$ cat config.mk
export PLATFORM = sky130hd
export DESIGN_NAME = clk_div_n
export DESIGN_NICKNAME = d
export VERILOG_FILES = /design/src/rtl/clk_div_n.sv
export SDC_FILE = /design/constraint.sdc
export NUM_CORES = 1
export LEC_CHECK = 0
export ABC_AREA = 1
export BUFFER_PORTS_ARGS = -buffer_cell sky130_fd_sc_hd__buf_2
export CORE_MARGIN = 2
export CORE_UTILIZATION = 45
export CTS_CLUSTER_SIZE = 12
export DETAILED_ROUTE_END_ITERATION = 12
export GPL_TIMING_DRIVEN = 0
export HOLD_SLACK_MARGIN = 0.06
export PLACE_DENSITY = 0.63
export SETUP_SLACK_MARGIN = 0.4
export SLEW_MARGIN = 20
export SYNTH_ARGS = -nofsm -noshare
export SYNTH_HDL_FRONTEND = slang
export SYNTH_SLANG_ARGS = --single-unit
$ cat constraint.sdc
create_clock -name clk -period 4.5 [get_ports clk]
set_input_delay 0.45 -clock clk [delete_from_list [all_inputs] [get_ports clk]]
set_output_delay 0.45 -clock clk [all_outputs]
set_load 0.005 [all_outputs]
$ cat src/rtl/clk_div_n.sv
// Counter-based integer clock divider with a runtime-programmable ratio applied at period boundaries.
// Optional macro CLK_DIV_ODD_DUTY50_EN adds a falling-edge stage for 50% duty on odd ratios.
module clk_div_n #(
    parameter int WIDTH       = 8,
    parameter int DEFAULT_DIV = 8
) (
    input  logic             clk,
    input  logic             rst,
    input  logic             en,
    input  logic [WIDTH-1:0] div_val,
    input  logic             div_valid,
    output logic             div_ready,
    output logic [WIDTH-1:0] div_cur,
    output logic             clk_out,
    output logic             tick
);

    localparam logic [WIDTH-1:0] DEF_DIV = WIDTH'(DEFAULT_DIV);
    localparam logic [WIDTH-1:0] MIN_DIV = WIDTH'(2);

    logic [WIDTH-1:0] cnt_reg, cnt_next;
    logic [WIDTH-1:0] n_reg, n_next;
    logic [WIDTH-1:0] pend_reg, pend_next;
    logic             pend_vld_reg, pend_vld_next;
    logic             clk_pos_reg, clk_pos_next;
    logic             tick_reg, tick_next;

    logic             wrap;
    logic             apply;
    logic             accept;
    logic [WIDTH-1:0] cnt_nx;
    logic [WIDTH-1:0] n_eff;
    logic [WIDTH-1:0] h_eff;
    logic [WIDTH-1:0] div_clamped;

    assign wrap        = (cnt_reg == (n_reg - WIDTH'(1)));
    assign apply       = en && wrap && pend_vld_reg;
    assign accept      = div_valid && !pend_vld_reg;
    assign cnt_nx      = wrap ? '0 : (cnt_reg + WIDTH'(1));
    // The edge that loads a new ratio must already shape clk_out with the new high phase.
    assign n_eff       = apply ? pend_reg : n_reg;
    assign h_eff       = n_eff >> 1;
    assign div_clamped = (div_val < MIN_DIV) ? MIN_DIV : div_val;

    always_comb begin
        cnt_next      = cnt_reg;
        n_next        = n_reg;
        pend_next     = pend_reg;
        pend_vld_next = pend_vld_reg;
        clk_pos_next  = clk_pos_reg;
        tick_next     = 1'b0;
        if (en) begin
            cnt_next     = cnt_nx;
            clk_pos_next = (cnt_nx < h_eff);
            tick_next    = (cnt_nx == '0);
            if (apply) begin
                n_next        = pend_reg;
                pend_vld_next = 1'b0;
            end
        end
        if (accept) begin
            pend_next     = div_clamped;
            pend_vld_next = 1'b1;
        end
    end

    always_ff @(posedge clk or negedge rst) begin
        if (!rst) begin
            cnt_reg      <= DEF_DIV - WIDTH'(1);
            n_reg        <= DEF_DIV;
            pend_reg     <= DEF_DIV;
            pend_vld_reg <= 1'b0;
            clk_pos_reg  <= 1'b0;
            tick_reg     <= 1'b0;
        end else begin
            cnt_reg      <= cnt_next;
            n_reg        <= n_next;
            pend_reg     <= pend_next;
            pend_vld_reg <= pend_vld_next;
            clk_pos_reg  <= clk_pos_next;
            tick_reg     <= tick_next;
        end
    end

    assign div_ready = !pend_vld_reg;
    assign div_cur   = n_reg;
    assign tick      = tick_reg;

`ifdef CLK_DIV_ODD_DUTY50_EN
    logic clk_neg_reg;

    // Stretches the high phase by half a clk period, only for odd ratios.
    always_ff @(negedge clk or negedge rst) begin
        if (!rst) begin
            clk_neg_reg <= 1'b0;
        end else begin
            clk_neg_reg <= clk_pos_reg && n_reg[0];
        end
    end

    assign clk_out = clk_pos_reg || clk_neg_reg;
`else
    assign clk_out = clk_pos_reg;
`endif

endmodule

* Yosys cells after proc, flatten, opt, wreduce, memory -nomap -nowiden
Cells that the tools add are included.
** Storage, ports and cells
- Input bits :: 12
- Word-level logic and storage cells :: 28
- Bits in registers :: 27
- Output and inout port bits :: 11
** Cells by class
- Mux-type cells :: 7
- Reductions and logical operators :: 9
- Order comparisons :: 2
- Equality and inequality tests :: 1
- Add/subtract/negate cells :: 2
** Operators by type and width (number)
- 8-bit 2-to-1 mux :: 3
- 8-bit by 1-bit adder with 8-bit output (second input constant) :: 1
- 8-bit equality test :: 1
- 8-bit logical NOT :: 1
- 8-bit by 2-bit less-than comparator with 1-bit output (second input constant) :: 1
- 8-bit by 7-bit less-than comparator with 1-bit output :: 1
- 8-bit by 1-bit subtractor with 8-bit output (second input constant) :: 1
- 1-bit 2-to-1 mux :: 4
- 2-bit AND reduction :: 2
- 2-bit nonzero test :: 2
- 1-bit logical AND :: 3
- 1-bit logical NOT :: 1

* Longest topological paths before layout
Gate-level depths: netlist of the first run.
- Depth after elaboration :: 7
- Gate-level depth with buffers :: 24
- Gate-level depth less buffers :: 23

* Least setup slack after synthesis of the first run
Ideal clock, no wire load.
- Kind :: register to register
- Start :: register n_reg[0], in the netlist div_cur[0]
- End :: register clk_pos_reg, in the netlist clk_out
- Buffers on the path :: 1
- Cell stages (with the launch flop) :: 20
- Setup time :: 116 ps
- Setup slack :: 1916 ps
- Data required time :: 4384 ps
- Arrival :: 2468 ps
- Period minus slack after synthesis :: 2584 ps
- Cells stage by stage :: dfrtp_1 > inv_2 > ha_1 > xor2_1 > nand3_1 > nor2_1 > nand2_2 > nor2_4 > nand3_2 > inv_1 > buf_4 > nand2_1 > o21ai_0 > inv_1 > ha_1 > nand2_1 > nor3b_1 > nand2_1 > nand2_1 > nand2_1
** On the way
- Longest elaborated chain between the ends :: 6
- Elaborated cells between the ends (all ways) :: 7
** Ends and longest elaborated chain
- from (decl) :: line 22 : logic [WIDTH-1:0] n_reg, n_next;
- from (signal assigned) :: line 77 : n_reg <= n_next;
- 8-bit by 1-bit subtractor with 8-bit output (*) :: line 36 : assign wrap = (cnt_reg == (n_reg - WIDTH'(1)));
- 8-bit equality test (*) :: line 36
- 1-bit logical AND (2 in series) :: line 37 : assign apply = en && wrap && pend_vld_reg;
- 8-bit 2-to-1 mux
- 8-bit by 7-bit less-than comparator with 1-bit output (*) :: line 54 : clk_pos_next = (cnt_nx < h_eff);
- to (signal assigned) :: line 80 : clk_pos_reg <= clk_pos_next;
- to (decl) :: line 25 : logic clk_pos_reg, clk_pos_next;
Mark *: on every way between the ends. The rest lies on a longest branch, timed or not.
A chain may end at the register's enable or synchronous reset.

* Final worst setup path of the first run
Ends and elaborated chain as after synthesis.

==> summary.txt, run 1 <==
Drt
  • Drt drc: 0
  • Drt total wl: 3680 microns
  • Wire per inst: 11.8 microns
  • Vias per cell: around 4.7
  • Routed vias: 1,474
  • Antenna-violating nets left: 0
  • Initial DRC count: 65
  • DRT Pass-1 Iters: 4

Critical path
  • R2r startpoint: div_cur[0]$_DFFE_PN0P_
  • Crit path largest cell delay: around 0.45 ns
  • Crit. End Element: register
  • Reg2Reg Capture Point: clk_out$_DFFE_PN0P_
  • CP required: around 4.7 ns
  • CP arrival: between 3 and 4 ns
  • Worst r2r path cells: 22
  • Crit path kind: reg -> reg
  • CP most frequent cell: nand2_1
  • Worst Setup Start Kind: register
  • WP buf/inv: 4
  • R2R Setup Slk: 1.51 ns
  • CP top delay family: simple AND/OR/NAND/NOR gates
  • CP Cell Sequence: inv_2 > ha_1 > nand2_2 > nor2_2 > nand2_1 > nand2_1 > nand2_1 > nand2_1 > nand2_2 > nor2_4 > nand3_2 > inv_1 > buf_4 > nand2_1 > o21ai_0 > inv_1 > ha_1 > nand2_1 > nor3b_1 > nand2_1 > nand2_1 > nand2_1
  • Max Fanout on Critical Path: 10
  • Slowest CP cell: dfrtp_1

Synth
  • Count of state elements after synthesis: 27
  • Mapped Cells: 240
  • Synth Warn #: 0
  • Syn avg cell area: 7.10 sq um
  • FFs w/ async S/R, synth: 100%
  • Largest family of logic cells by synthesized area: simple AND/OR/NAND/NOR gates
  • Synth area leaders: dfrtp_1, nand2_1, dfstp_2, inv_1, ha_1
  • Synth Flop Type: dfrtp_1
  • Dominant cell type by area after synthesis: dfrtp_1
  • Area share of fa/ha/maj cells after synthesis: 5.87%
  • Post-synthesis mux area share: 0%
  • Top-count cell post-synth: nand2_1
  • Synth Area in Compound Gates: 6.75%
  • Synth unique cells: 25
  • Number of enable flip-flop cells after synthesis: 0
  • Post-synthesis simple-gate area fraction: 34.9%
  • Seq/Total Area, Yosys: about two fifths
  • Post-synth top cells: nand2_1, inv_1, dfrtp_1
  • Xor/xnor share of the synthesized area: between 3 and 4%
  • Mapped cell area: 1700 sq um
  • Post-synth top area share: about a third
  • Syn_nets: 260

CTS
  • TritonCTS Buffers: 3
  • Resize count post-CTS: 0
  • # hold bufs at CTS: 0
  • Root Buffer: clkbuf_8
  • CTS tree: yes
  • H-tree levels: 1
  • Insertion delay of the later-clocked pin in the worst-skew pair: between 0.2 and 0.3 ns
  • TritonCTS Sinks: 27
  • Post CTS Setup Buffer Count: 0
  • Clk buf depth: 2
  • CTS clk-pin slew, worst paths: 0.11 ns

Timing
  • Final min period: ~3.0 ns
  • Setup TNS: 0 ns
  • Tightest Pin Transition: roughly 0.62 ns
  • Setup violations, final: 0
  • Final hold vios: 0
  • Fin Hold WS: between 0.15 and 0.2 ns
  • Final setup skew: 0.0106 ns
  • Tcrit/Tclk final: between 60 and 70%
  • Max Freq: between 300 and 400 MHz
  • RSZ-0062 raised after global routing: false
  • Slew Viols, Final: 0
  • Normalized max-slew margin: 58.8%

Placement
  • Gpl congestion: 0.820
  • Placed Instance Area: 1870 sq um
  • Port Buffer Count: 21
  • Dpl hpwl: around 2900 microns
  • Dpl cells: 309

Floorplan
  • Row count: 22
  • Core area: 3660 sq um
  • Die Wd: 65.5 microns
  • Ports: 23
  • Die ar.: 4300 sq um
  • Die span in y: 65.5 microns
  • Initial Utilization: 46.5%

Global route
  • Global-route wire length before repair: 6510 microns
  • Vias in the first global route: 1,438
  • Pin count of the biggest net entering global routing: 28
  • Total Routing Usage GR: between 10% and 20%
  • Initial antenna violation count: 0
  • Grt ovf: 0

Cells and area
  • Nets: between 200 and 300
  • Final non-filler cell total: around 310
  • Final Instance Area: 1920 sq um
  • Share of post-route cells with drive strength above 1: between 10% and 20%
  • Area delta synth->final: 12.6%
  • Fillers: around 370
  • N_diodes: 0

Power
  • PwrDens: 421 nW/um^2
  • Design Power: approximately 0.81 mW
  • Leak pwr: 1.04 nW
  • Max VDD drop: 214 uV

Run status
  • Status: finished clean

Job
  • Max cap viols: 0

Min path
  • Hold Crit Class: in -> async
[per-layer routing]
metal  share of wire (%)  routed length (microns)  global-route usage (%)  vias to the layer above
met1                  53                     1950                    29.5                      657
met2                  43                     1590                    30.5                       19
li1                    -                        -                       -                      794
met5                   0                        0                       0                        -
met3                 2.5                       92                    1.54                        4
met4                 1.3                       49                    5.99                        0
[logic make-up after synthesis]
group                      count (synthesis)
AOI/OAI and AO/OA                         23
xor gates and xnor gates                   7
adders and majority gates                  8
buffers and inverters                     39
DFF                                       27
and+or+nand+nor                          136
[how the worst max path moves through the flow]
stage,start,endpoint,slack (ns),cells after the start
3_3_place_gp,div_cur[0]$_DFFE_PN0P_,clk_out$_DFFE_PN0P_,1.53,20
5_1_grt,div_cur[0]$_DFFE_PN0P_,clk_out$_DFFE_PN0P_,1.05,22
6_report,div_cur[0]$_DFFE_PN0P_,clk_out$_DFFE_PN0P_,1.51,22
3_5_place_dp,div_cur[0]$_DFFE_PN0P_,clk_out$_DFFE_PN0P_,1.47,22
2_1_floorplan,div_cur[0]$_DFFE_PN0P_,clk_out$_DFFE_PN0P_,1.92,19
4_1_cts,div_cur[0]$_DFFE_PN0P_,clk_out$_DFFE_PN0P_,1.44,22
[final cells by class]
type                            count  area [sq um]  share of cell area [%]
Multi-Input combinational cell    174           872                    45.5
Sequential cell                    27           682                    35.6
Inverter                           36           135                    7.05
Timing Repair Buffer               21           105                    5.48
Tap cell                           48          60.1                    3.13
Clock buffer                        3          41.3                    2.15
Buffer                              3          15.0                   0.783
Clock inverter                      1          7.51                   0.391
[report_power, final]
| group | internal, mW | switching, mW | leakage [nW] | total (mW) |
|---|---|---|---|---|
| clock network | 0.0630 | 0.0859 | 0.0217 | 0.149 |
| logic | 0.115 | 0.186 | 0.703 | 0.301 |
| registers | 0.303 | 0.0550 | 0.318 | 0.358 |
[through the flow]
stage,worst slack (ns),utilization [%]
floorplan,1.92,-
finish,1.51,52.4
CTS,1.44,52.4
global placement,1.53,51.1
detailed placement,1.47,51.1
global route,1.05,52.4
[cell usage in the layout (no fill, tap or decap), drive strengths merged]
cell,count
nand2,86
inv,34
nor2,26
dfrtp,22
buf,22
o21ai,18
nand3,15
ha,8
xor2,5
a21oi,5
dfstp,5
clkbuf,5
nor3,3
clkinv,2
xnor2,2
nand4,2
nor4,2
or2,1
nor3b,1
clkinvlp,1
Power figures use the tool's default switching activity.
==> run 2, diff against run 1 <==
--- a/config.mk
+++ b/config.mk
@@ -5,7 +5,7 @@
 export SDC_FILE = /design/constraint.sdc
 export NUM_CORES = 1
 export LEC_CHECK = 0
-export ABC_AREA = 1
+export ABC_AREA = 0
 export BUFFER_PORTS_ARGS = -buffer_cell sky130_fd_sc_hd__buf_2
 export CORE_MARGIN = 2
 export CORE_UTILIZATION = 45
==> constraint.sdc (replaced) <==
create_clock -name clk -period 2.9 [get_ports clk]
set_input_delay 0.29 -clock clk [delete_from_list [all_inputs] [get_ports clk]]
set_output_delay 0.29 -clock clk [all_outputs]
set_load 0.005 [all_outputs]
==> summary.txt, run 2 <==
Run status
  • Failing checks: negative setup slack
  • Status: finished with violations

Critical path
  • R2R Setup Slk: -0.71 ns
  • Worst Setup Start Kind: register
  • CP arrival: 3.79 ns
  • Crit path kind: reg -> reg
  • CP required: 3.08 ns
  • Max Fanout on Critical Path: 6
  • Crit. End Element: register

CTS
  • CTS clk-pin slew, worst paths: around 0.10 ns
  • TritonCTS Sinks: 27
  • CTS tree: yes
  • Root Buffer: clkbuf_8
  • Insertion delay of the later-clocked pin in the worst-skew pair: 0.28 ns
  • TritonCTS Buffers: 3
  • Clk buf depth: 2
  • H-tree levels: 1

Floorplan
  • Die ar.: 4570 sq um
  • Initial Utilization: 46.1%
  • Die Wd: 67.6 microns
  • Ports: 23
  • Core area: 3940 sq um
  • Row count: 23
  • Die span in y: 67.6 microns

Synth
  • Post-synth top area share: 30.3%
  • Synth Flop Type: dfrtp_1
  • Synth area leaders: dfrtp_1, dfstp_2, mux2_2, xnor2_1, ha_1
  • Post-synth top cells: dfrtp_1, nor2_1, xnor2_1
  • Syn avg cell area: 9.73 sq um
  • Synth Warn #: 0
  • Number of enable flip-flop cells after synthesis: 0
  • Count of state elements after synthesis: 27
  • Mapped Cells: around 190
  • Dominant cell type by area after synthesis: dfrtp_1
  • Synth unique cells: 51
  • Mapped cell area: 1820 sq um
  • Top-count cell post-synth: dfrtp_1
  • FFs w/ async S/R, synth: 100%
  • Seq/Total Area, Yosys: 37.5%
  • Syn_nets: 207

Drt
  • Drt drc: 0
  • Routed vias: around 1,500
  • Drt total wl: around 4300 microns
  • Initial DRC count: 80
  • Wire per inst: around 16 microns
  • Antenna-violating nets left: 0
  • Vias per cell: around 5.6
  • DRT Pass-1 Iters: 4

Placement
  • Dpl hpwl: 3230 microns
  • Placed Instance Area: 2020 sq um
  • Gpl congestion: 0.860
  • Dpl cells: around 260
  • Port Buffer Count: 22
  • Place WS: -1.12 ns

Cells and area
  • Reg area: 684 sq um
  • Nets: ~240
  • N_diodes: 0
  • Final non-filler cell total: 273
  • Final Instance Area: 2240 sq um
  • Fillers: 341
  • Most common cell after layout, fill and taps aside: buf_2
  • Area of the multi-input gates: 1160 sq um
  • Most frequent cells in the layout: buf_2, dfrtp_1, nor2_1, mux2_2
  • Area delta synth->final: 23.4%
  • Share of post-route cells with drive strength above 1: 39.0%

Timing
  • Setup violations, final: 1
  • Tightest Pin Transition: 0.595 ns
  • RSZ-0062 raised after global routing: true
  • Final hold vios: 0
  • Fin Hold WS: 0.227 ns
  • Final worst setup slack: -0.708 ns
  • Final setup skew: 0.00303 ns
  • Normalized max-slew margin: 60.3%
  • Max Freq: 277 MHz
  • Tcrit/Tclk final: 124%
  • Final min period: 3.61 ns
  • Setup TNS: -0.708 ns
  • Slew Viols, Final: 0

Global route
  • Vias in the first global route: 1,583
  • Total Routing Usage GR: 21.6%
  • Global-route wire length before repair: between 7000 and 8000 microns
  • Grt ovf: 0
  • Pin count of the biggest net entering global routing: 28
  • Initial antenna violation count: 0

Power
  • Leak pwr: 0.935 nW
  • PwrDens: 767 nW/um^2
  • Max VDD drop: 410 uV

Min path
  • Hold Crit Class: in -> reg

Job
  • Max cap viols: 0
-- run 2: cell types whose count changed in the layout (fill, tap and decap cells not counted), sizes merged, moves of 4 or more --
cell / before / now
nand2: 86 / 10
nor2: 26 / 18
inv: 34 / 12
and3: 0 / 4
nand2b: 0 / 4
xnor2: 2 / 13
o21ai: 18 / 9
mux2: 0 / 13
a21oi: 5 / 10
buf: 22 / 38
nand3: 15 / 4
-- run 2: kinds of logic after synthesis --
kind of cell / Yosys count / share of synthesized area (%)
AO/OA/AOI/OAI: 38 / 14.7
XOR/XNOR: 16 / 7.70
adder cells (fa/ha/maj): 8 / 5.50
buffers and inverters: 21 / 5.30
flip-flops: 27 / 37.5
multiplexers: 14 / 9.01
AND/OR/NAND/NOR: 63 / 20.3
-- run 2: area by class of cell --
type | count | share of cell area (%)
plain buffers | 9 | 2.29
clock inverters | 1 | 0.334
multi-input cells | 139 | 51.8
repair buffers | 32 | 8.36
well taps | 50 | 2.79
clock buffers | 3 | 1.84
flip-flops and latches | 27 | 30.5
inverters | 12 | 2.12
-- run 2: layer usage --
layer / GRT usage [%] / vias up / part of all wire (%)
li1: - / 743 / -
met1: 29.2 / 732 / 45
met2: 34.8 / 52 / 48
met3: 3.17 / 11 / 5.3
met4: 8.16 / 0 / 2.2
met5: 0 / - / 0
-- run 2: power breakdown --
part / switching (mW) / internal [mW]
sequential: 0.108 / 0.493
clock: 0.128 / 0.0978
combinational: 0.462 / 0.433
total: 0.698 / 1.02
-- run 2: repair_timing --
| action | in CTS | in global routing |
|---|---|---|
| hold buffers | 1 | 0 |
| gates cloned | 0 | 0 |
| endpoints found under the setup margin | 3 | 1 |
| buffers inserted | 9 | 0 |
| hold endpoints to repair | 22 | 0 |
| pin swaps | 4 | 2 |
| gates resized for setup | 8 | 6 |
-- run 2: worst paths after layout --
| path | cells past startpoint | end | from |
|---|---|---|---|
| max in group asynchronous | 2 | div_cur[1]$_DFFE_PN0P_ | rst |
| hold reg to reg | 1 | pend_reg[4]$_DFFE_PN0P_ | pend_reg[4]$_DFFE_PN0P_ |
| setup reg to reg | 18 | clk_out$_DFFE_PN0P_ | div_cur[1]$_DFFE_PN0P_ |
| setup / recovery | 18 | clk_out$_DFFE_PN0P_ | div_cur[1]$_DFFE_PN0P_ |
| hold / removal | 2 | pend_reg[1]$_DFFE_PN0P_ | div_val[1] |
| min in group asynchronous | 2 | div_cur[0]$_DFFE_PN0P_ | rst |
-- run 2: critical path, stage by stage, from the launching register on --
cell and delay (ns):
dfrtp_2 0.43, inv_2 0.07, ha_4 0.18, xnor2_1 0.12
and4b_1 0.17, a41o_2 0.24, a21oi_4 0.26, nor4_4 0.08
buf_6 0.13, buf_4 0.15, a21oi_1 0.21, ha_1 0.28
a21oi_1 0.16, nor2_1 0.09, a2111oi_4 0.30, nand4_1 0.16
o21ai_2 0.17, nand2_1 0.08, o31ai_2 0.22
-- run 2: through the flow --
| step | power, mW | util (%) |
|---|---|---|
| after floorplan | 1.15 | - |
| after global placement | 1.31 | 51.3 |
| after detailed placement | 1.34 | 51.3 |
| after CTS | 1.68 | 56.1 |
| after global routing | 1.85 | 56.9 |
| final | 1.72 | 56.9 |
==> run 3, diff against run 2 <==
--- a/config.mk
+++ b/config.mk
@@ -5,7 +5,7 @@
 export SDC_FILE = /design/constraint.sdc
 export NUM_CORES = 1
 export LEC_CHECK = 0
-export ABC_AREA = 0
+export ABC_AREA = 1
 export BUFFER_PORTS_ARGS = -buffer_cell sky130_fd_sc_hd__buf_2
 export CORE_MARGIN = 2
 export CORE_UTILIZATION = 45
@@ -13,7 +13,7 @@
 export DETAILED_ROUTE_END_ITERATION = 12
 export GPL_TIMING_DRIVEN = 0
 export HOLD_SLACK_MARGIN = 0.06
-export PLACE_DENSITY = 0.63
+export PLACE_DENSITY = 0.7
 export SETUP_SLACK_MARGIN = 0.4
 export SLEW_MARGIN = 20
 export SYNTH_ARGS = -nofsm -noshare
==> summary.txt, run 3 (synthesized netlist as in run 1, its figures left out) <==
Power
  • Clock share of power: 16.4%
  • PwrDens: 621 nW/um^2
  • Max VDD drop: 263 uV
  • Leak pwr: 1.11 nW
  • Net Switching: 0.540 mW
  • Internal power: 0.792 mW
  • Comb power frac: 41.3%
  • Flop pwr share: between 40% and 50%
  • Sw Share: roughly 40%
  • Design Power: 1.33 mW

Global route
  • Met1 usage in global routing: 30.1%
  • Met3 Usage GRT: between 2 and 2.5%
  • Busiest grt layer: met2
  • Grt ovf: 0
  • Global-route wire length before repair: around 6700 microns
  • Pin count of the biggest net entering global routing: 28
  • Met2 Use GR: 31.0%
  • Total Routing Usage GR: 20.5%
  • Initial antenna violation count: 0
  • Vias in the first global route: 1,483

Critical path
  • CP most frequent cell: nand2_1
  • Crit. End Element: register
  • Crit path kind: reg -> reg
  • CP required: 3.08 ns
  • Worst Setup Start Kind: register
  • Crit path largest cell delay: approximately 0.43 ns
  • Slowest CP cell: dfrtp_2
  • CP arrival: 2.71 ns
  • CP Cell Sequence: inv_4 > ha_4 > nand2_2 > nor2_4 > nand2_1 > nand2_1 > nand2_1 > nand2_1 > nand2_2 > nor2_4 > nand3_4 > inv_4 > buf_8 > nand2_2 > o21ai_2 > inv_2 > ha_4 > nand2_1 > inv_1 > nand2_1 > nand2_1 > nand2_1 > nand2_1 > nand2_1
  • Max Fanout on Critical Path: 5
  • Worst r2r path cells: 24

Drt
  • Wire per inst: 11.8 microns
  • Vias per cell: slightly below 5
  • Drt total wl: ~3800 microns
  • Initial DRC count: 69
  • Routed vias: 1,560
  • Drt drc: 0
  • DRT Pass-1 Iters: 4
  • Antenna-violating nets left: 0

Floorplan
  • Die span in y: 65.5 microns
  • Die Wd: ~66 microns
  • Initial Utilization: 46.5%
  • Core area: 3660 sq um
  • Die ar.: 4300 sq um
  • Ports: 23
  • Row count: 22

CTS
  • CTS tree: yes
  • Root Buffer: clkbuf_8
  • Clk buf depth: 2
  • TritonCTS Buffers: 3
  • CTS clk-pin slew, worst paths: 0.10 ns
  • TritonCTS Sinks: 27
  • H-tree levels: 1
  • Insertion delay of the later-clocked pin in the worst-skew pair: roughly 0.28 ns

Timing
  • Final hold vios: 0
  • Slew Viols, Final: 0
  • Fin Hold WS: 0.214 ns
  • Final setup skew: 0.00949 ns
  • Normalized max-slew margin: between 50% and 60%
  • Final worst setup slack: 0.373 ns
  • RSZ-0062 raised after global routing: true
  • Final min period: 2.53 ns
  • Max Freq: 396 MHz
  • Tightest Pin Transition: between 0.6 and 0.7 ns
  • Tcrit/Tclk final: between 80% and 90%
  • Setup TNS: 0 ns
  • Setup violations, final: 0

Cells and area
  • Share of post-route cells with drive strength above 1: 29.6%
  • Area delta synth->final: 25.8%
  • Nets: 295
  • Most common cell after layout, fill and taps aside: nand2_1
  • N_diodes: 0
  • Most frequent cells in the layout: nand2_1, inv_1, dfrtp_1, buf_2, nor2_1

Placement
  • Place WS: around 0.060 ns
  • Dpl hpwl: about 2800 microns
  • Gpl congestion: between 0.8 and 0.9
  • Port Buffer Count: 21

Min path
  • Hold Path Depth: 3
  • Hold Crit Class: in -> reg

Job
  • Max cap viols: 0

Run status
  • Status: finished clean
-- run 3: worst paths after layout --
check	startpoint	slack, ns	endpoint
hold / removal	div_val[3]	0.21	pend_reg[3]$_DFFE_PN1P_
hold reg to reg	pend_reg[6]$_DFFE_PN0P_	0.48	pend_reg[6]$_DFFE_PN0P_
min in group asynchronous	rst	0.56	div_cur[6]$_DFFE_PN0P_
max in group asynchronous	rst	1.91	div_cur[0]$_DFFE_PN0P_
setup / recovery	div_cur[0]$_DFFE_PN0P_	0.37	clk_out$_DFFE_PN0P_
setup reg to reg	div_cur[0]$_DFFE_PN0P_	0.37	clk_out$_DFFE_PN0P_
-- run 3: power by group through the flow --
stage / Sequential (mW) / Combinational [mW] / Clock [mW]
detailed placement: 0.566 / 0.474 / 0
global route: 0.575 / 0.642 / 0.239
floorplan: 0.546 / 0.360 / 0
CTS: 0.560 / 0.533 / 0.220
finish: 0.563 / 0.550 / 0.219
global placement: 0.564 / 0.462 / 0
-- run 3: layer usage --
layer  wire (microns)  part of all wire [%]
met1             1980                    52
met2             1650                    43
met3              101                   2.7
met4               69                   1.8
met5                0                     0
-- run 3: repair_timing --
action / in CTS / in global routing
endpoints found under the hold margin: 22 / 0
setup buffers: 5 / 2
cloned: 1 / 0
pin swaps: 14 / 10
endpoints found under the setup margin: 1 / 1
hold buffers: 1 / 0
gates resized for setup: 27 / 12
-- run 3: area by class of cell --
class / instances / area, sq um
Buffer: 3 / 22.5
Clock buffer: 4 / 45.0
Fill cell: 360 / 1520
Inverter: 36 / 140
Multi-Input combinational cell: 174 / 1010
Sequential cell: 27 / 683
Tap cell: 48 / 60.1
Timing Repair Buffer: 30 / 179
-- run 3: worst max-delay path, delay by kind of cell, from the launching register on --
kind	cells	cell delay, ns
AND/OR/NAND/NOR	16	1.13
flip-flops	1	0.43
buffers and inverters	5	0.41
adder cells (fa/ha/maj)	2	0.40
AO/OA/AOI/OAI	1	0.08
-- run 3: through the flow --
stage / util, % / instances / area, sq um
after floorplan: - / 240 / 1730
after global placement: 51.8 / 309 / 1900
after detailed placement: 51.8 / 309 / 1900
after CTS: 56.8 / 320 / 2080
after global routing: 58.5 / 322 / 2140
final: 58.5 / 322 / 2140
